[src/rtl/keypad_decoder.sv]
// Keypad decoder: synchronises the row/column pair, checks that exactly one key is down,
// debounces press and release, and emits a key code with one-cycle press/release strobes.
module keypad_decoder #(
  parameter int DB_CYCLES = 50000
) (
  input  logic       clk,
  input  logic       reset_n,
  input  logic [3:0] kpr,
  input  logic [3:0] kpc,
  output logic [3:0] key_code,
  output logic       key_valid,
  output logic       key_held,
  output logic       key_release,
  output logic [1:0] dbg_state
);

  localparam int CW = $clog2(DB_CYCLES);
  localparam logic [CW-1:0] TERM = CW'(DB_CYCLES - 1);

  typedef enum logic [1:0] {
    IDLE     = 2'd0,
    DEBOUNCE = 2'd1,
    PRESSED  = 2'd2,
    RELEASE  = 2'd3
  } state_t;

  state_t        state;
  logic [3:0]    r1, r2, c1, c2;
  logic [3:0]    cand_r, cand_c;
  logic [CW-1:0] cnt;
  logic          single;
  logic          match;
  logic          rows_idle;

  // Columns take the same two-flop path as rows so the sampled pair stays coherent.
  always_ff @(posedge clk or negedge reset_n) begin
    if (!reset_n) begin
      r1 <= 4'hF;
      r2 <= 4'hF;
      c1 <= 4'hF;
      c2 <= 4'hF;
    end else begin
      r1 <= kpr;
      r2 <= r1;
      c1 <= kpc;
      c2 <= c1;
    end
  end

  function automatic logic one_low(input logic [3:0] v);
    return (v == 4'b0111) || (v == 4'b1011) || (v == 4'b1101) || (v == 4'b1110);
  endfunction

  function automatic logic [1:0] idx(input logic [3:0] v);
    case (v)
      4'b0111: return 2'd0;
      4'b1011: return 2'd1;
      4'b1101: return 2'd2;
      default: return 2'd3;
    endcase
  endfunction

  // Row 0 is the top row (kpr[3]); column 0 is the leftmost (kpc[3]).
  function automatic logic [3:0] decode(input logic [3:0] r, input logic [3:0] c);
    case ({idx(r), idx(c)})
      4'd0:    return 4'd1;
      4'd1:    return 4'd2;
      4'd2:    return 4'd3;
      4'd3:    return 4'd10;
      4'd4:    return 4'd4;
      4'd5:    return 4'd5;
      4'd6:    return 4'd6;
      4'd7:    return 4'd11;
      4'd8:    return 4'd7;
      4'd9:    return 4'd8;
      4'd10:   return 4'd9;
      4'd11:   return 4'd12;
      4'd12:   return 4'd14;
      4'd13:   return 4'd0;
      4'd14:   return 4'd15;
      default: return 4'd13;
    endcase
  endfunction

  assign single    = one_low(r2) && one_low(c2);
  assign match     = (r2 == cand_r) && (c2 == cand_c);
  assign rows_idle = (r2 == 4'hF);
  assign dbg_state = state;

  always_ff @(posedge clk or negedge reset_n) begin
    if (!reset_n) begin
      state       <= IDLE;
      cand_r      <= 4'hF;
      cand_c      <= 4'hF;
      cnt         <= '0;
      key_code    <= 4'd0;
      key_valid   <= 1'b0;
      key_held    <= 1'b0;
      key_release <= 1'b0;
    end else begin
      key_valid   <= 1'b0;
      key_release <= 1'b0;
      case (state)
        IDLE: begin
          if (single) begin
            cand_r <= r2;
            cand_c <= c2;
            cnt    <= '0;
            state  <= DEBOUNCE;
          end
        end
        DEBOUNCE: begin
          if (!match) begin
            state <= IDLE;
          end else if (cnt == TERM) begin
            state     <= PRESSED;
            key_code  <= decode(cand_r, cand_c);
            key_valid <= 1'b1;
            key_held  <= 1'b1;
          end else begin
            cnt <= cnt + 1'b1;
          end
        end
        PRESSED: begin
          // Roll-over onto a second key is ignored; only all rows high starts a release.
          if (rows_idle) begin
            cnt   <= '0;
            state <= RELEASE;
          end
        end
        RELEASE: begin
          if (!rows_idle) begin
            cnt   <= '0;
            state <= PRESSED;
          end else if (cnt == TERM) begin
            state       <= IDLE;
            key_held    <= 1'b0;
            key_release <= 1'b1;
          end else begin
            cnt <= cnt + 1'b1;
          end
        end
        default: state <= IDLE;
      endcase
    end
  end

endmodule

[config.mk]
export PLATFORM = sky130hd
export DESIGN_NAME = keypad_decoder
export DESIGN_NICKNAME = d
export VERILOG_FILES = /design/src/rtl/keypad_decoder.sv
export SDC_FILE = /design/constraint.sdc
export NUM_CORES = 1
export LEC_CHECK = 0
export BUFFER_PORTS_ARGS = -buffer_cell sky130_fd_sc_hd__buf_2
export CAP_MARGIN = 20
export CELL_PAD_IN_SITES_DETAIL_PLACEMENT = 1
export CELL_PAD_IN_SITES_GLOBAL_PLACEMENT = 1
export CORE_ASPECT_RATIO = 1.25
export CORE_MARGIN = 2
export CORE_UTILIZATION = 51
export CTS_CLUSTER_DIAMETER = 150
export DETAILED_ROUTE_END_ITERATION = 10
export GPL_TIMING_DRIVEN = 0
export PLACE_DENSITY_LB_ADDON = 0.1
export SETUP_SLACK_MARGIN = 0.3
export SLEW_MARGIN = 20
export SYNTH_ARGS = -nofsm -noshare
export SYNTH_HDL_FRONTEND = slang
export SYNTH_SLANG_ARGS = --single-unit
[constraint.sdc]
create_clock -name clk -period 3.8 [get_ports clk]
set_input_delay 0.38 -clock clk [delete_from_list [all_inputs] [get_ports clk]]
set_output_delay 0.38 -clock clk [all_outputs]
set_load 0.1 [all_outputs]
# Word level (Yosys, flattened, before mapping)
# Memory sizes are Yosys's and may differ from the RTL's. A register that Yosys moved wholly into a read port is not among the register bits.
# Index checks and enable logic that the tools add are counted.
# word_totals
register_bits	45
mem_bits_ro	64
output_inout_bits	9
elab_cells	89
mem_count	1
# op_classes
addsub	1
n_eq_ne	29
n_mux	31
n_reduce_logical	16
# mem_list
memory	depth	width	read_ports	rd_clocked_by_memory_dff	write_ports	line_no	source
(name not given)	16	4	1	1	0	65	case ({idx(r), idx(c)})
# op_table
cell	count
16-bit 2-to-1 mux	5
16-bit case mux with 4 select lines	1
4-bit == test (second input constant)	11
2-bit 2-to-1 mux	12
16-bit by 1-bit adder with 16-bit output (second input constant)	1
16-bit == test (second input constant)	1
4-bit by 3-bit == test with 1-bit output (second input constant)	4
2-bit inequality test (second input constant)	6
2-bit case mux with 3 select lines	2
1-bit 2-to-1 mux	9
4-bit == test	2
2-bit case mux with 4 select lines	1
1-bit logical OR	6
3-bit inequality test (second input constant)	2
3-bit AND reduction	2
5-bit AND reduction	1
2-bit == test (second input constant)	2
4-bit AND reduction	1
2-bit by 1-bit == test with 1-bit output (second input constant)	1
1-bit logical AND	2
2-bit zero test	1
1-bit case mux with 2 select lines	1
2-bit AND reduction	1
2-bit nonzero test	1
1-bit zero test	1

# Depth between registers and ports, before layout
# Gate-level depths: netlist (run 1).
# logic_depth
depth_word	7
mapped_depth	11

# Worst setup path before layout (run 1)
# OpenSTA, ideal clock, no wires.
# synth_timing
path_kind	register to register
start	register cand_c[0]
end	register key_code[0]
t_arrival_ns	2.288
required_time_ns	3.721
path_slack_ns	1.433
path_stages_with_launch	12
n_path_buf	2
synth_period_minus_slack_ns	2.367
path_cell_list	dfstp_2 -> clkbuf_1 -> nand3_1 -> nor2_1 -> inv_1 -> ha_1 -> clkbuf_1 -> a31o_2 -> a22oi_1 -> mux2i_1 -> a21oi_1 -> mux2i_1
# synth_between
elab_chain_cells	5
word_cells_on_any_way	10
# synth_lines
element	line_no	source
from (decl)	29	logic [3:0] cand_r, cand_c;
from (signal assigned)	94	cand_c <= 4'hF;
from (signal assigned)	107	cand_c <= c2;
4-bit == test or 4-bit by 3-bit == test with 1-bit output (tied branches)	55	case (v)
2-bit case mux with 3 select lines	55	
2-bit 2-to-1 mux	115	end else if (cnt == TERM) begin
2-bit 2-to-1 mux	113	if (!match) begin
2-bit 2-to-1 mux	103	case (state)
to (decl)	10	output logic [3:0] key_code,
# Several ways; a longest one is shown, not always the timed one. The select of a mux whose other input is x is not followed.
# A chain may end at the register's enable or synchronous reset.

# Worst setup path in the final report (run 1)
# layout_timing
start	register cand_c[0]
end	register key_code[1]
# Same word-level chain as after synthesis.

==> results of run 1 <==
[stage by stage]
step	instance area [µm²]	utilization	setup slack, ns
2_1_floorplan	2790	-	1.43
3_3_place_gp	2960	0.552	1.06
3_5_place_dp	2960	0.552	1.00
4_1_cts	3050	0.568	0.968
5_1_grt	3050	0.569	0.682
6_report	3050	0.569	0.953
[worst reg2reg max path: stages, from the launching register on]
cell and delay, ns:
sky130_fd_sc_hd__dfstp_2 0.55, sky130_fd_sc_hd__clkbuf_1 0.32, sky130_fd_sc_hd__nand3_1 0.16, sky130_fd_sc_hd__nor2_1 0.19, sky130_fd_sc_hd__inv_1 0.07, sky130_fd_sc_hd__ha_1 0.17, sky130_fd_sc_hd__clkbuf_1 0.22, sky130_fd_sc_hd__a31o_2 0.29
sky130_fd_sc_hd__a22oi_1 0.28, sky130_fd_sc_hd__a211oi_1 0.11, sky130_fd_sc_hd__o21ai_0 0.24, sky130_fd_sc_hd__mux2_4 0.19
[per-layer routing]
metal | vias to the layer above | wire (µm) | part of all wire
li1 | 1040 | - | -
met1 | 1093 | 2530 | 0.41
met2 | 20 | 3410 | 0.55
met3 | 14 | 109 | 0.018
met4 | 0 | 134 | 0.022
met5 | - | 0 | 0
[cell families (layout without fill, tap and decap cells)]
group,count (synthesis),count (layout),share of synthesized area
mux,26,26,0.100
flops,49,49,0.450
simple gates,113,113,0.251
compound gates,39,39,0.103
fa+ha+maj,3,3,0.0134
buf+inv,26,52,0.0390
xor+xnor,14,14,0.0439
[where the power goes]
| part | leakage [nW] | total [mW] | switching (mW) | internal, mW |
|---|---|---|---|---|
| combinational | 0.635 | 0.722 | 0.460 | 0.262 |
| clock | 0.0489 | 0.313 | 0.182 | 0.131 |
| sequential | 0.596 | 0.705 | 0.0669 | 0.638 |
[area by class of cell]
class | count | area, µm² | area share
sequential | 49 | 1260 | 0.411
inverter | 7 | 26.3 | 0.00861
clock buffer | 5 | 68.8 | 0.0225
multi-input combinational | 195 | 1430 | 0.467
buffer | 19 | 82.6 | 0.0270
tap | 64 | 80.1 | 0.0262
clock inverter | 3 | 20.0 | 0.00656
timing repair buffer | 18 | 92.6 | 0.0303
[cells in the final DEF (no fill, tap or decap), types with 4 or more instances in the layout]
cell | synthesis | final
sky130_fd_sc_hd__a31oi_1 | 5 | 5
sky130_fd_sc_hd__clkbuf_1 | 10 | 10
sky130_fd_sc_hd__nand4b_1 | 9 | 9
sky130_fd_sc_hd__nand4_1 | 4 | 4
sky130_fd_sc_hd__nor2_1 | 6 | 6
sky130_fd_sc_hd__mux2_2 | 8 | 8
sky130_fd_sc_hd__nor4_1 | 14 | 14
sky130_fd_sc_hd__clkbuf_8 | 0 | 5
sky130_fd_sc_hd__nand2b_1 | 16 | 16
sky130_fd_sc_hd__buf_2 | 9 | 26
sky130_fd_sc_hd__o21ai_0 | 4 | 4
sky130_fd_sc_hd__xnor2_1 | 4 | 4
sky130_fd_sc_hd__nand3_1 | 10 | 10
sky130_fd_sc_hd__mux2i_1 | 16 | 16
sky130_fd_sc_hd__dfstp_2 | 24 | 24
sky130_fd_sc_hd__inv_1 | 7 | 7
sky130_fd_sc_hd__xor2_1 | 10 | 10
sky130_fd_sc_hd__a21oi_1 | 6 | 6
sky130_fd_sc_hd__dfrtp_1 | 25 | 25
sky130_fd_sc_hd__nand3b_1 | 5 | 5
sky130_fd_sc_hd__nand2_1 | 29 | 29
[sequential cells by signal, indices dropped and copies added, names as in the netlist]
| signal | cells |
|---|---|
| cand_r | 4 |
| dbg_state | 2 |
| r2 | 4 |
| key_release | 1 |
| cnt | 16 |
| key_held | 1 |
| cand_c | 4 |
| r1 | 4 |
| c2 | 4 |
| key_code | 4 |
| c1 | 4 |
| key_valid | 1 |
[worst max path at each step]
stage	to	slack, ns	cells past startpoint
final	key_code[1]	0.95	11
after global routing	key_code[1]	0.68	11
after CTS	key_code[1]	0.97	11
after detailed placement	key_code[1]	1.00	11
after global placement	key_code[1]	1.06	11
after floorplan	key_code[0]	1.43	11
==> results.txt, run 1 <==
critical-path cell list -> clkbuf_1 > nand3_1 > nor2_1 > inv_1 > ha_1 > clkbuf_1 > a31o_2 > a22oi_1 > a211oi_1 > o21ai_0 > mux2_4
status -> finished, final reports clean
mean routed wirelength per cell -> 17.2 µm
Worst Path Arrival -> 3.11 ns
Reg2Reg Depth -> 11
cell type with the highest aggregate area in the netlist -> sky130_fd_sc_hd__dfstp_2
GRT Overall Usage -> 0.223
Setup Skew -> 0.00660 ns
Seq/Total Area, Yosys -> 0.450
origin of the critical flop-to-flop path -> cand_c[0]
fraction of post-synthesis cell area in the top cell type by area -> 0.226
tightest hold margin -> 0.0838 ns
Avg Cell Area, Syn -> 10.3 µm²
RSZ-0062 raised after global routing -> false
most numerous cell in the Yosys netlist -> sky130_fd_sc_hd__nand2_1
hold crit path type -> in -> async
Mapped Cells -> 270
number of hold-repair buffers added at the cts stage -> 0
met2 usage in global routing -> 0.422
kind of cell with the highest combined delay on the critical path -> compound AO/OA/AOI/OAI gates
biggest cell delay along the critical path -> 0.55 ns
Crit Reg-Reg Endpoint -> key_code[1]
slew margin rel. -> 0.515
Post-DP HPWL -> 4590 µm
number of global-route vias before repair -> 2303
count of vias placed by the detailed router -> 2167
maximum number of pins on one net before global-route repair -> 50
Power Dens Cells -> 570 mW/mm²
critical path endpoint category -> flop
post-layout total power -> 1.74 mW
clock network latency to the later pin of the worst-skew pair -> 0.31 ns
post-synthesis cell type count -> 54
placed cell count -> 352
actual transition at the worst max-transition pin -> 0.728 ns
TritonCTS buffer count -> 5
layer with the highest usage -> met2
DIE AREA -> 0.00608 mm²
Routed Wire Length -> 6180 µm
Nets -> 308
Clock Sink Count -> 49
Post-CTS Resized -> 0
clock root cell -> sky130_fd_sc_hd__clkbuf_8
non-filler instance count after layout -> 360
count of final max-slew check failures -> 0
Leakage Power -> 1.28 nW
post-layout min period -> 2.85 ns
H-Tree Level Count -> 2
clock-pin slew of the registers on the worst-case setup and hold paths -> 0.09 ns
primary flip-flop cell chosen by synthesis mapping -> sky130_fd_sc_hd__dfrtp_1
area of the mapped netlist -> 0.00279 mm²
initial antenna violation count -> 0
buffer levels on the longest clock path -> 2
final setup vio count -> 0
number of setup buffers added after CTS -> 0
R2R setup slack -> 0.95 ns
detailed-routing iteration count for the pre-antenna-repair pass -> 4
highest fanout seen on the critical path -> 10
initial DRC count -> 61
element type at the critical path start -> flop
global routing usage on met1 -> 0.245
Maximum Capacitance Violations -> 0
post-synth net total -> 283
layout overhead on the synthesized area -> 9.37%
Post-route DRC -> 0
fraction of the cycle the final worst path needs -> 0.749
Chip Height -> 86.7 µm
initial cell density of the core -> 0.520
fill cell instance count of the final layout -> 624
post-route antenna net violation count -> 0
met3 Usage GRT -> 0.0384
Yosys warning total -> 0
critical path start-end classification -> reg -> reg
ratio of cells with drive above 1 in the final layout -> 0.274
worst-case vdd ir drop -> 356 µV
Critical Path Most Common Cell -> sky130_fd_sc_hd__clkbuf_1
origin of the worst setup path -> cand_c[0]
flip-flop and latch count after synthesis -> 49
CTS tree -> done
Achievable Freq -> 351 MHz
buffer and inverter count on the worst path -> 3
Overflow after GRT -> 0
Core Footprint -> 0.00537 mm²
async set-or-reset flop fraction in the synthesized netlist -> 1.00
post-DR vias/cell -> 6.02
routability cong. -> 0.790
number of flops mapped to enable cells by yosys -> 0
Post-synth top cells -> sky130_fd_sc_hd__nand2_1, sky130_fd_sc_hd__dfrtp_1, sky130_fd_sc_hd__dfstp_2
horizontal die dimension -> 70.2 µm
number of placement rows -> 30
number of top-level pins -> 19
final antenna diode count -> 0
hold violation total from the final report -> 0
Worst Path Required -> 4.06 ns
wire length of the first global-routing pass -> 10800 µm
number of port buffers -> 18
highest-delay cell along the critical path -> sky130_fd_sc_hd__dfstp_2
cell types with the largest area share after synthesis -> sky130_fd_sc_hd__dfstp_2, sky130_fd_sc_hd__dfrtp_1, sky130_fd_sc_hd__mux2i_1, sky130_fd_sc_hd__nand2_1, sky130_fd_sc_hd__nand2b_1
Sum Neg Setup Slack -> 0 ns
No activity file was read; power rests on OpenSTA's default activity.
==> run 2: changes to the inputs <==
- ABC_AREA: unset -> 1
- CORE_UTILIZATION: 51 -> 40
- clock period: 3.8 -> 2.6 ns (I/O delays scaled with it)
==> run 2 against run 1 <==
Clock power is 45% higher. Critical path type unchanged. Synthesized cell count is 57% higher. Final cell count is 51% higher. Register-to-register slack worse by 0.39 ns.
==> results.txt, run 2 <==
top library cells by usage in the layout, fill and taps aside -> sky130_fd_sc_hd__nand2_1, sky130_fd_sc_hd__inv_1, sky130_fd_sc_hd__nand3_1
clock-pin slew of the registers on the worst-case setup and hold paths -> 0.09 ns (about the same)
Mapped Cells -> 425 (+57%)
hold violation total from the final report -> 0 (unchanged)
non-filler instance count after layout -> 544 (+51%)
fill cell instance count of the final layout -> 988 (+58%)
kind of cell with the highest combined delay on the critical path -> simple AND/OR/NAND/NOR gates
slew margin rel. -> 0.587 (+0.0720)
placed cell count -> 535 (+52%)
biggest cell delay along the critical path -> 0.59 ns (+0.04 ns)
Power Dens Cells -> 776 mW/mm² (+36%)
most numerous cell in the Yosys netlist -> sky130_fd_sc_hd__nand2_1
highest-delay cell along the critical path -> sky130_fd_sc_hd__dfstp_2
H-Tree Level Count -> 2 (unchanged)
element type at the critical path start -> flop
async set-or-reset flop fraction in the synthesized netlist -> 1.00 (unchanged)
TritonCTS buffer count -> 5 (unchanged)
Clock Sink Count -> 49 (unchanged)
initial antenna violation count -> 0 (unchanged)
layer with the highest usage -> met2
Setup Skew -> 0.0103 ns (+0.00374 ns)
Leakage Power -> 1.65 nW (+29%)
Nets -> 464 (+51%)
launch instance of the worst min-delay path -> kpr[0]
Worst Path Required -> 2.80 ns (-1.26 ns)
RSZ-0062 raised after global routing -> false
detailed-routing iteration count for the pre-antenna-repair pass -> 4 (unchanged)
Post-route DRC -> 0 (unchanged)
Achievable Freq -> 491 MHz (+40%)
flip-flop and latch count after synthesis -> 49 (unchanged)
largest register by flop count -> cnt
initial cell density of the core -> 0.407 (-0.113)
post-layout total power -> 2.54 mW (+46%)
wire length of the first global-routing pass -> 13400 µm (+24%)
cell type with the highest aggregate area in the netlist -> sky130_fd_sc_hd__nand2_1
worst setup slack after layout -> 0.564 ns (-0.389 ns)
clock root cell -> sky130_fd_sc_hd__clkbuf_8
Yosys warning total -> 0 (unchanged)
buffer levels on the longest clock path -> 2 (unchanged)
Chip Height -> 100 µm (+15%)
worst-case vdd ir drop -> 381 µV (+6.9%)
highest fanout seen on the critical path -> 6 (-4)
critical path endpoint category -> flop
Routed Wire Length -> 7770 µm (+26%)
commonest non-fill, non-tap cell in the layout -> sky130_fd_sc_hd__nand2_1
ratio of cells with drive above 1 in the final layout -> 0.170 (-0.103)
primary flip-flop cell chosen by synthesis mapping -> sky130_fd_sc_hd__dfrtp_1
fraction of the cycle the final worst path needs -> 0.783 (+0.0340)
post-layout min period -> 2.04 ns (-0.811 ns)
Sum Neg Setup Slack -> 0 ns (unchanged)
post-route antenna net violation count -> 0 (unchanged)
mean routed wirelength per cell -> 14.3 µm (-17%)
initial DRC count -> 108 (+77%)
met3 Usage GRT -> 0.0261 (-0.0123)
origin of the critical flop-to-flop path -> cand_c[0]
number of global-route vias before repair -> 2844 (+23%)
Worst Path Arrival -> 2.24 ns (-0.87 ns)
fraction of post-synthesis cell area in the top cell type by area -> 0.230 (+0.00379)
count of final max-slew check failures -> 0 (unchanged)
origin of the worst setup path -> cand_c[0]
Overflow after GRT -> 0 (unchanged)
clock network latency to the later pin of the worst-skew pair -> 0.31 ns (about the same)
worst slack at placement -> 0.455 ns (-0.545 ns)
number of flops mapped to enable cells by yosys -> 0 (unchanged)
post-DR vias/cell -> 5.13 (-15%)
met2 usage in global routing -> 0.406 (-0.0161)
final setup vio count -> 0 (unchanged)
Maximum Capacitance Violations -> 0 (unchanged)
maximum number of pins on one net before global-route repair -> 50 (unchanged)
buffer and inverter count on the worst path -> 1 (-2)
status -> finished, final reports clean
actual transition at the worst max-transition pin -> 0.620 ns (-0.108 ns)
Core Footprint -> 0.00727 mm² (+35%)
critical path start-end classification -> reg -> reg
post-synth net total -> 438 (+55%)
post-synthesis cell type count -> 31 (-43%)
flip-flop count of the largest register after layout -> 16 (unchanged)
Post-synth top cells -> sky130_fd_sc_hd__nand2_1, sky130_fd_sc_hd__inv_1, sky130_fd_sc_hd__nand3_1
layout overhead on the synthesized area -> 10.4%
number of placement rows -> 35 (+17%)
area of the mapped netlist -> 0.00296 mm² (+6.0%)
CTS tree -> done
horizontal die dimension -> 80.9 µm (+15%)
routability cong. -> 0.812 (+2.7%)
Avg Cell Area, Syn -> 6.96 µm² (-33%)
Seq/Total Area, Yosys -> 0.425 (-0.0253)
cell types with the largest area share after synthesis -> sky130_fd_sc_hd__nand2_1, sky130_fd_sc_hd__dfstp_2, sky130_fd_sc_hd__dfrtp_1, sky130_fd_sc_hd__nand3_1, sky130_fd_sc_hd__inv_1
GRT Overall Usage -> 0.214 (-0.00899)
number of top-level pins -> 19 (unchanged)
hold crit path type -> in -> reg
global routing usage on met1 -> 0.251 (+0.00580)
DIE AREA -> 0.00810 mm² (+33%)
Post-DP HPWL -> 6100 µm (+33%)
final antenna diode count -> 0 (unchanged)
Critical Path Most Common Cell -> sky130_fd_sc_hd__nand2_1
number of port buffers -> 18 (unchanged)
critical-path cell list -> nand2_1 > inv_1 > nand3_1 > ha_1 > o21ai_1 > nand3_1 > nand2_1 > nand2_1 > nand2_1 > nand2_1 > nand2_1 > nand2_1
final standard cell utilization of the core -> 0.449 (-0.119)
count of vias placed by the detailed router -> 2790 (+29%)
## run 2: repair_timing
item | 4_1_cts | 5_1_grt
setup endpoints to repair | 0 | 3
buffers inserted | 0 | 0
hold endpoints to repair | 0 | 1
gates resized for setup | 0 | 1
hold buffers | 0 | 1
## run 2: path summary, 6_finish.rpt
kind | slack, ns | to | cells past startpoint
max | 0.56 | key_code[3] | 12
min | 0.05 | r1[0] | 1
max reg2reg | 0.56 | key_code[3] | 12
min reg2reg | 0.35 | c2[1] | 0
max in group asynchronous | 1.68 | cnt[12] | 2
min in group asynchronous | 0.51 | cnt[8] | 2
## run 2: kinds of logic (layout without fill, tap and decap cells)
family / Yosys count / count (layout) / synth area share
compound gates: 36 / 36 / 0.0694
xor+xnor: 2 / 2 / 0.00592
fa+ha+maj: 3 / 3 / 0.0127
buf+inv: 56 / 83 / 0.0761
flops: 49 / 49 / 0.425
simple gates: 279 / 279 / 0.411
## run 2: area by class of cell
class,instances,area [µm²],area share
multi-input cells,320,1480,0.453
flip-flops and latches,49,1260,0.385
inverters,50,188,0.0574
well taps,92,115,0.0352
repair buffers,19,103,0.0314
clock buffers,6,72.6,0.0222
plain buffers,6,37.5,0.0115
clock inverters,2,13.8,0.00421
## run 2: worst reg2reg max path: cells and delay by family, from the launching register on
kind | cells | cell delay [ns]
simple gates | 9 | 0.79
flops | 1 | 0.59
compound gates | 1 | 0.26
fa+ha+maj | 1 | 0.25
buf+inv | 1 | 0.06
## run 2: metal layers
layer,wire length [µm],share of wire
met1,3280,0.42
met4,96,0.012
met3,99,0.013
met5,0,0
met2,4300,0.55
## run 2: stage by stage
stage	instance area (µm²)	hold slack, ns
after floorplan	2960	-0.0356
after global placement	3160	0.346
after detailed placement	3160	0.347
after CTS	3250	0.0395
after global routing	3270	0.0250
final	3270	0.0477
## run 2: where the power goes
part	internal, mW	switching (mW)	total (mW)
clock network	0.191	0.264	0.455
registers	0.921	0.131	1.05
logic	0.297	0.731	1.03
total	1.41	1.13	2.54
